===== config.mk =====
export PLATFORM = sky130hd
export DESIGN_NAME = mem_port_arbiter
export DESIGN_NICKNAME = d
export VERILOG_FILES = /design/src/rtl/mem_port_arbiter.sv
export SDC_FILE = /design/constraint.sdc
export NUM_CORES = 1
export LEC_CHECK = 0
export ABC_CLOCK_PERIOD_IN_PS = 2200
export CORE_MARGIN = 5
export CORE_UTILIZATION = 47
export DETAILED_ROUTE_END_ITERATION = 12
export PLACE_DENSITY = 0.84
export SYNTH_ARGS = -nofsm -noshare
export SYNTH_HDL_FRONTEND = slang
export SYNTH_SLANG_ARGS = --single-unit

===== constraint.sdc =====
create_clock -name Clk -period 2.2 [get_ports Clk]
set_clock_uncertainty 0.15 [all_clocks]
set_input_delay 0.44 -clock Clk [delete_from_list [all_inputs] [get_ports Clk]]
set_output_delay 0.44 -clock Clk [all_outputs]
set_load 0.01 [all_outputs]

===== src/rtl/mem_port_arbiter.sv =====
// Shared memory port arbiter: fetch (A) vs data (B), fixed priority to B with
// a wait counter that forces A ahead after MAX_WAIT consecutive B grants.
//
// state  | meaning
// IDLE   | port free; arbitrate and load owner/sel/we/latency on any request
// ACCESS | access window of MEM_LAT cycles; ack to owner when lat_cnt hits 0
module mem_port_arbiter #(
  parameter int MEM_LAT  = 2,
  parameter int MAX_WAIT = 2,
  parameter int CNT_W    = 4
) (
  input  logic Clk,
  input  logic Rst_n,
  input  logic req_a,
  input  logic req_b,
  input  logic we_b,
  output logic sel,
  output logic mem_en,
  output logic mem_we,
  output logic gnt_a,
  output logic gnt_b,
  output logic ack_a,
  output logic ack_b,
  output logic busy
);

  typedef enum logic {IDLE, ACCESS} state_t;

  localparam logic [CNT_W-1:0] LAT_LOAD = CNT_W'(MEM_LAT - 1);
  localparam logic [CNT_W-1:0] WAIT_MAX = CNT_W'(MAX_WAIT);

  state_t           state_q, state_d;
  logic             owner_q, owner_d;
  logic             sel_q, sel_d;
  logic             we_q, we_d;
  logic [CNT_W-1:0] lat_q, lat_d;
  logic [CNT_W-1:0] wait_q, wait_d;
  logic             grant_b;

  always_ff @(posedge Clk or negedge Rst_n) begin
    if (!Rst_n) begin
      state_q <= IDLE;
      owner_q <= 1'b0;
      sel_q   <= 1'b0;
      we_q    <= 1'b0;
      lat_q   <= '0;
      wait_q  <= '0;
    end else begin
      state_q <= state_d;
      owner_q <= owner_d;
      sel_q   <= sel_d;
      we_q    <= we_d;
      lat_q   <= lat_d;
      wait_q  <= wait_d;
    end
  end

  always_comb begin
    state_d = state_q;
    owner_d = owner_q;
    sel_d   = sel_q;
    we_d    = we_q;
    lat_d   = lat_q;
    wait_d  = wait_q;
    grant_b = 1'b0;
    case (state_q)
      IDLE: begin
        if (req_a || req_b) begin
          // B wins unless A has already waited out MAX_WAIT B grants
          grant_b = req_b && !(req_a && (wait_q == WAIT_MAX));
          owner_d = grant_b;
          sel_d   = grant_b;
          we_d    = grant_b && we_b;
          lat_d   = LAT_LOAD;
          state_d = ACCESS;
          if (grant_b && req_a)
            wait_d = (wait_q == WAIT_MAX) ? wait_q : wait_q + 1'b1;
          else
            wait_d = '0;
        end
      end
      ACCESS: begin
        if (lat_q == '0) state_d = IDLE;
        else             lat_d   = lat_q - 1'b1;
      end
      default: state_d = IDLE;
    endcase
  end

  // sel is a register so the address mux only moves on IDLE->ACCESS
  assign busy   = (state_q == ACCESS);
  assign sel    = sel_q;
  assign mem_en = busy;
  assign mem_we = busy && owner_q && we_q;
  assign gnt_a  = busy && !owner_q;
  assign gnt_b  = busy && owner_q;
  assign ack_a  = gnt_a && (lat_q == '0);
  assign ack_b  = gnt_b && (lat_q == '0);

endmodule


; ---- Yosys cells after proc, flatten, opt, wreduce, memory -nomap -nowiden
; Cells that the tools add are included.
[op_classes]
reduce_logical = 16
eq_ne = 4
n_addsub = 2
n_bitwise = 1
mux = 8
[ops]
columns = operator, count
row1 = 4-bit 2-to-1 mux, 4
row2 = 1-bit logical AND, 9
row3 = 4-bit one-hot mux with 2 select lines, 1
row4 = "2-bit != test, second input constant", 3
row5 = "4-bit by 1-bit adder with 4-bit output, second input constant", 1
row6 = "4-bit by 2-bit equality test with 1-bit output, second input constant", 1
row7 = 4-bit logical NOT, 1
row8 = 2-bit AND reduction, 2
row9 = "4-bit by 1-bit subtractor with 4-bit output, second input constant", 1
row10 = 3-bit AND reduction, 1
row11 = 1-bit logical NOT, 2
row12 = 1-bit 2-to-1 mux, 2
row13 = 1-bit one-hot mux with 2 select lines, 1
row14 = 1-bit logical OR, 1
row15 = 1-bit NOT, 1
[totals]
out_inout_bits = 8
reg_bits = 11
input_bits = 5
wordCells = 36

; ---- Depth between registers and ports, before layout
; Gate-level depths: netlist (run 1).
[depth]
word_depth = 7
depth_mapped = 5
mapped_depth_nobuf = 5

; ---- Least setup slack after synthesis (run 1)
; OpenSTA, ideal clock, no wires.
[synth_timing]
path_kind = reg2out
start = register state_q (netlist: busy)
end = output ack_a
path_buffers = 1
slack_ps = 481
required_time_ps = 1610
path_stages_with_launch = 4
t_arrival_ps = 1129
cell_sequence = dfrtp_1 -> buf_2 -> nor2b_1 -> and2_1
[synth_between]
elab_chain_len = 2
[synth_lines]
columns = item, line
row1 = from (decl), 32  ; state_t state_q, state_d;
row2 = from (signal assigned), 49  ; state_q <= state_d;
row3 = 1-bit logical AND, 95  ; assign gnt_a = busy && !owner_q;
row4 = named net gnt_a, 20  ; output logic gnt_a,
row5 = 1-bit logical AND, 97  ; assign ack_a = gnt_a && (lat_q == '0);
row6 = to (decl), 22  ; output logic ack_a,
; The timed path passes the listed nets, and every way through them passes these cells.

; ---- Final worst setup path (run 1)
[layout_timing]
start = register lat_q[0]
end = output ack_a
[layout_between]
elab_chain_len = 2
[layout_lines]
columns = item, line
row1 = from (decl), 36  ; logic [CNT_W-1:0] lat_q, lat_d;
row2 = from (signal assigned), 53  ; lat_q <= lat_d;
row3 = 4-bit logical NOT, 97
row4 = 1-bit logical AND, 97
; No other way between the ends.

==> results of run 1 <==
cells by family (layout without fill, tap and decap cells):
logic type	count (synthesis)	in the layout	share of synthesized area, %
simple gates	27	27	27.1
compound gates	13	13	14.3
flops	11	11	45.1
buf+inv	5	22	3.89
fa+ha+maj	3	3	6.15
mux	2	2	3.48
registers in the layout, indices dropped and copies added, names as in the netlist:
register,flops
busy,1
lat_q,4
sel,1
wait_q,4
we_q,1
per-layer routing:
metal | global-route usage, % | up-vias
li1 | - | 253
met1 | 16.0 | 237
met2 | 23.1 | 10
met3 | 2.37 | 2
met4 | 7.39 | 0
met5 | 0 | -
final timing paths:
check                      startpoint        end
max                          lat_q[0]      ack_a
min                              we_q       we_q
max reg2reg                  lat_q[0]   lat_q[3]
min reg2reg                      we_q       we_q
max in group asynchronous       Rst_n   lat_q[2]
min in group asynchronous       Rst_n  wait_q[2]
cell usage after synthesis:
| master | n | area, µm² |
|---|---|---|
| ha_1 | 3 | 37.5 |
| and3_1 | 1 | 6.26 |
| nand2b_1 | 1 | 6.26 |
| o21ai_0 | 3 | 15.0 |
| o211ai_1 | 1 | 7.51 |
| or3b_2 | 1 | 8.76 |
| nor3_1 | 2 | 10.0 |
| nand4b_1 | 1 | 8.76 |
| inv_1 | 3 | 11.3 |
| a32o_1 | 1 | 10.0 |
| o21ai_1 | 1 | 5.00 |
| or2b_1 | 1 | 7.51 |
| o22ai_1 | 1 | 6.26 |
| buf_4 | 1 | 7.51 |
| nor3b_2 | 1 | 12.5 |
| a21oi_1 | 2 | 10.0 |
| nor2b_1 | 3 | 18.8 |
| dfrtp_1 | 11 | 275 |
| mux2i_1 | 1 | 10.0 |
| nor3b_1 | 1 | 7.51 |
| o21bai_1 | 1 | 7.51 |
| and4b_2 | 1 | 11.3 |
| nor2_1 | 1 | 3.75 |
| and2_1 | 3 | 18.8 |
| o41ai_1 | 2 | 17.5 |
| or4b_1 | 1 | 10.0 |
| a22o_1 | 1 | 8.76 |
| nand2_1 | 8 | 30.0 |
| nand3_1 | 1 | 5.00 |
| mux2_2 | 1 | 11.3 |
| buf_2 | 1 | 5.00 |
final cells by class:
type                       count  area [µm²]
sequential                    11         275
timing repair buffer          15         141
clock buffer                   4        26.3
fill                         105         473
multi-input combinational     45         323
inverter                       3        11.3
tap                           15        18.8
power by group through the flow:
stage	combinational [mW]	sequential, mW	clock [mW]
finish	0.602	0.404	0.137
global route	0.669	0.424	0.151
CTS	0.603	0.404	0.141
detailed placement	0.598	0.400	0
global placement	0.577	0.391	0
floorplan	0.346	0.395	0
what timing repair did:
| item | CTS | global route |
|---|---|---|
| hold buffers | 0 | 0 |
| cloned | 0 | 0 |
| resized for setup | 4 | 1 |
| buffers inserted | 0 | 0 |
| pin swaps | 0 | 0 |
| endpoints found under the setup margin | 2 | 1 |
worst register-to-register path, cell delays in order (launching register included):
cell      delay, ns
dfrtp_1        0.41
inv_1          0.07
ha_1           0.16
buf_4          0.12
or3b_2         0.46
nand4b_1       0.10
o211ai_1       0.10
per-stage QoR:
stage / total power [mW] / setup slack [ns] / hold WS, ns / cells / instance area, µm²
after floorplan: 0.741 / 0.481 / -0.00559 / 61 / 611
after global placement: 0.968 / 0.0980 / 0.317 / 89 / 759
after detailed placement: 0.997 / 0.0353 / 0.323 / 89 / 759
after CTS: 1.15 / 0.114 / 0.341 / 93 / 795
after global routing: 1.24 / 0.00980 / 0.386 / 93 / 796
final: 1.14 / 0.115 / 0.343 / 93 / 796
==> results.yml, run 1 <==
power_and_ir_drop:
  power_frac_seq_pct: 35.3
  power.density_cell_area_mw_per_mm2: 1440
  internal_power_mw: 0.709
  sw_power_mw: 0.433
  peakVddDrop_uv: 589
  pwr-share-comb_pct: 52.7
  power_leakage_nw: 0.351
  p_clk_share_pct: 12.0
  sw_frac_of_total_pct: 37.9
sta:
  slew_violations: 0
  aggregate_negative_setup_slack_ns: 0
  setup_violations: 0
  max_clock_freq_mhz: 480
  tightestPinTransition_ns: 0.487
  grt_setup_unrepaired: "false"
  hold_viol_final: 0
  max_slew_margin_pct: 67.4
  layout_worst_path_cycle_share_pct: 94.8
  min_period_ns: 2.09
floorplan:
  total_die_area_mm2: 0.00212
  die_x_um: 46.0
  rows: 13
  design.core.area_mm2: 0.00127
  fp.dieH_um: 46.0
  ios: 13
  initial_util_pct: 48.1
route:
  drt_first_iter_violations: 5
  drc: 0
  drt_pass_1_iters: 4
  routed_wl_um: 1180
  vias_per_cell: 5.40
  route.layer.met1.wl_um: 501
  met2_length_um: 596
  wl_met3_um: 67
  route.antenna.remaining_nets: 0
  routedWlPerCell_um: 12.7
  num_vias: 502
  maxUsedRoutingLayer: "met4"
final_layout:
  highest_count_cells_in_the_layout_ignoring_fill_and_taps: "dfrtp_1, clkdlybuf4s50_1, nand2_1"
  antenna-diode-count: 0
  finalCoreUtilization_pct: 62.7
  synthToLayoutAreaGrowth_pct: 30.3
  num-nets-final: 87
  layout.cells.most_common: "dfrtp_1"
  final_layout_size_suffix_gt1_share_pct: 14.1
synth:
  synth_sequential_area_ratio_pct: 45.1
  post_synth_inst_count: 61
  synth_cell_type_count: 31
  ys_warn_count: 0
  nets_in_the_synthesized_netlist: 69
  syn_area_per_cell_um2: 10.0
  yosys_register_bits: 11
  mappedNetlistArea_um2: 611
worst_setup_path:
  critPathLaunchType: "flop"
  worst_path_dominant_cell_family: "flip-flops"
  timing.critical_path.buf_inv: 2
  timing.critical_path.arrival_ns: 1.50
  critPathKind: "flop to output port"
  crit_path_max_incr_delay_ns: 0.41
  ff2ff_setup_slack_ns: 0.51
  required_ns: 1.61
  crit_fanout: 3
  timing.critical_path.to_type: "output port"
  reg2regPathDepth: 6
  crit_chain: "inv_1 -> ha_1 -> nor3b_4 -> and2_1 -> dlygate4sd2_1"
  crit_path_top_delay_cell: "dfrtp_1"
  critical_path_cell_count: 5
placement:
  gp_routability_congestion: 0.862
  port_buffers: 12
  post-dp-hpwl_um: 922
clock_tree:
  cts-root-to-sink-buffers: 2
  cts_buffers: 3
  cts_tree: "yes"
  cts.root.buffer_cell: "clkbuf_4"
  cts.sinks: 11
  clk_pin_slew_worst_paths_ns: 0.08
  worstSkewPairLatency_ns: 0.26
  htreeDepth: 1
grt:
  gr-total-overflow: 0
  grt_first_pass_wirelength_um: 2070
  track_usage_pct: 13.6
  pin_count_of_the_biggest_net_entering_global_routing: 12
  via_count_of_the_first_global_routing_pass: 495
  antenna_found_initial: 0
status:
  status: "finished clean"
run:
  cap_violations: 0
hold_path:
  timing.hold.worst.class: "flop to flop"
  hold_critical_path_depth: 1
Note: power is estimated with default switching activity, not from simulation.
==> inputs of run 2 (changes only) <==
Settings changed: CAP_MARGIN set to 0.
==> results of run 2 <==
Same layout as run 1: the final DEF is identical, and so are final timing and power.
==> inputs of run 3 (changes only) <==
Settings changed: CTS_CLUSTER_SIZE set to 8.
==> results of run 3 <==
Same layout as run 1: the final DEF is identical, and so are final timing and power.
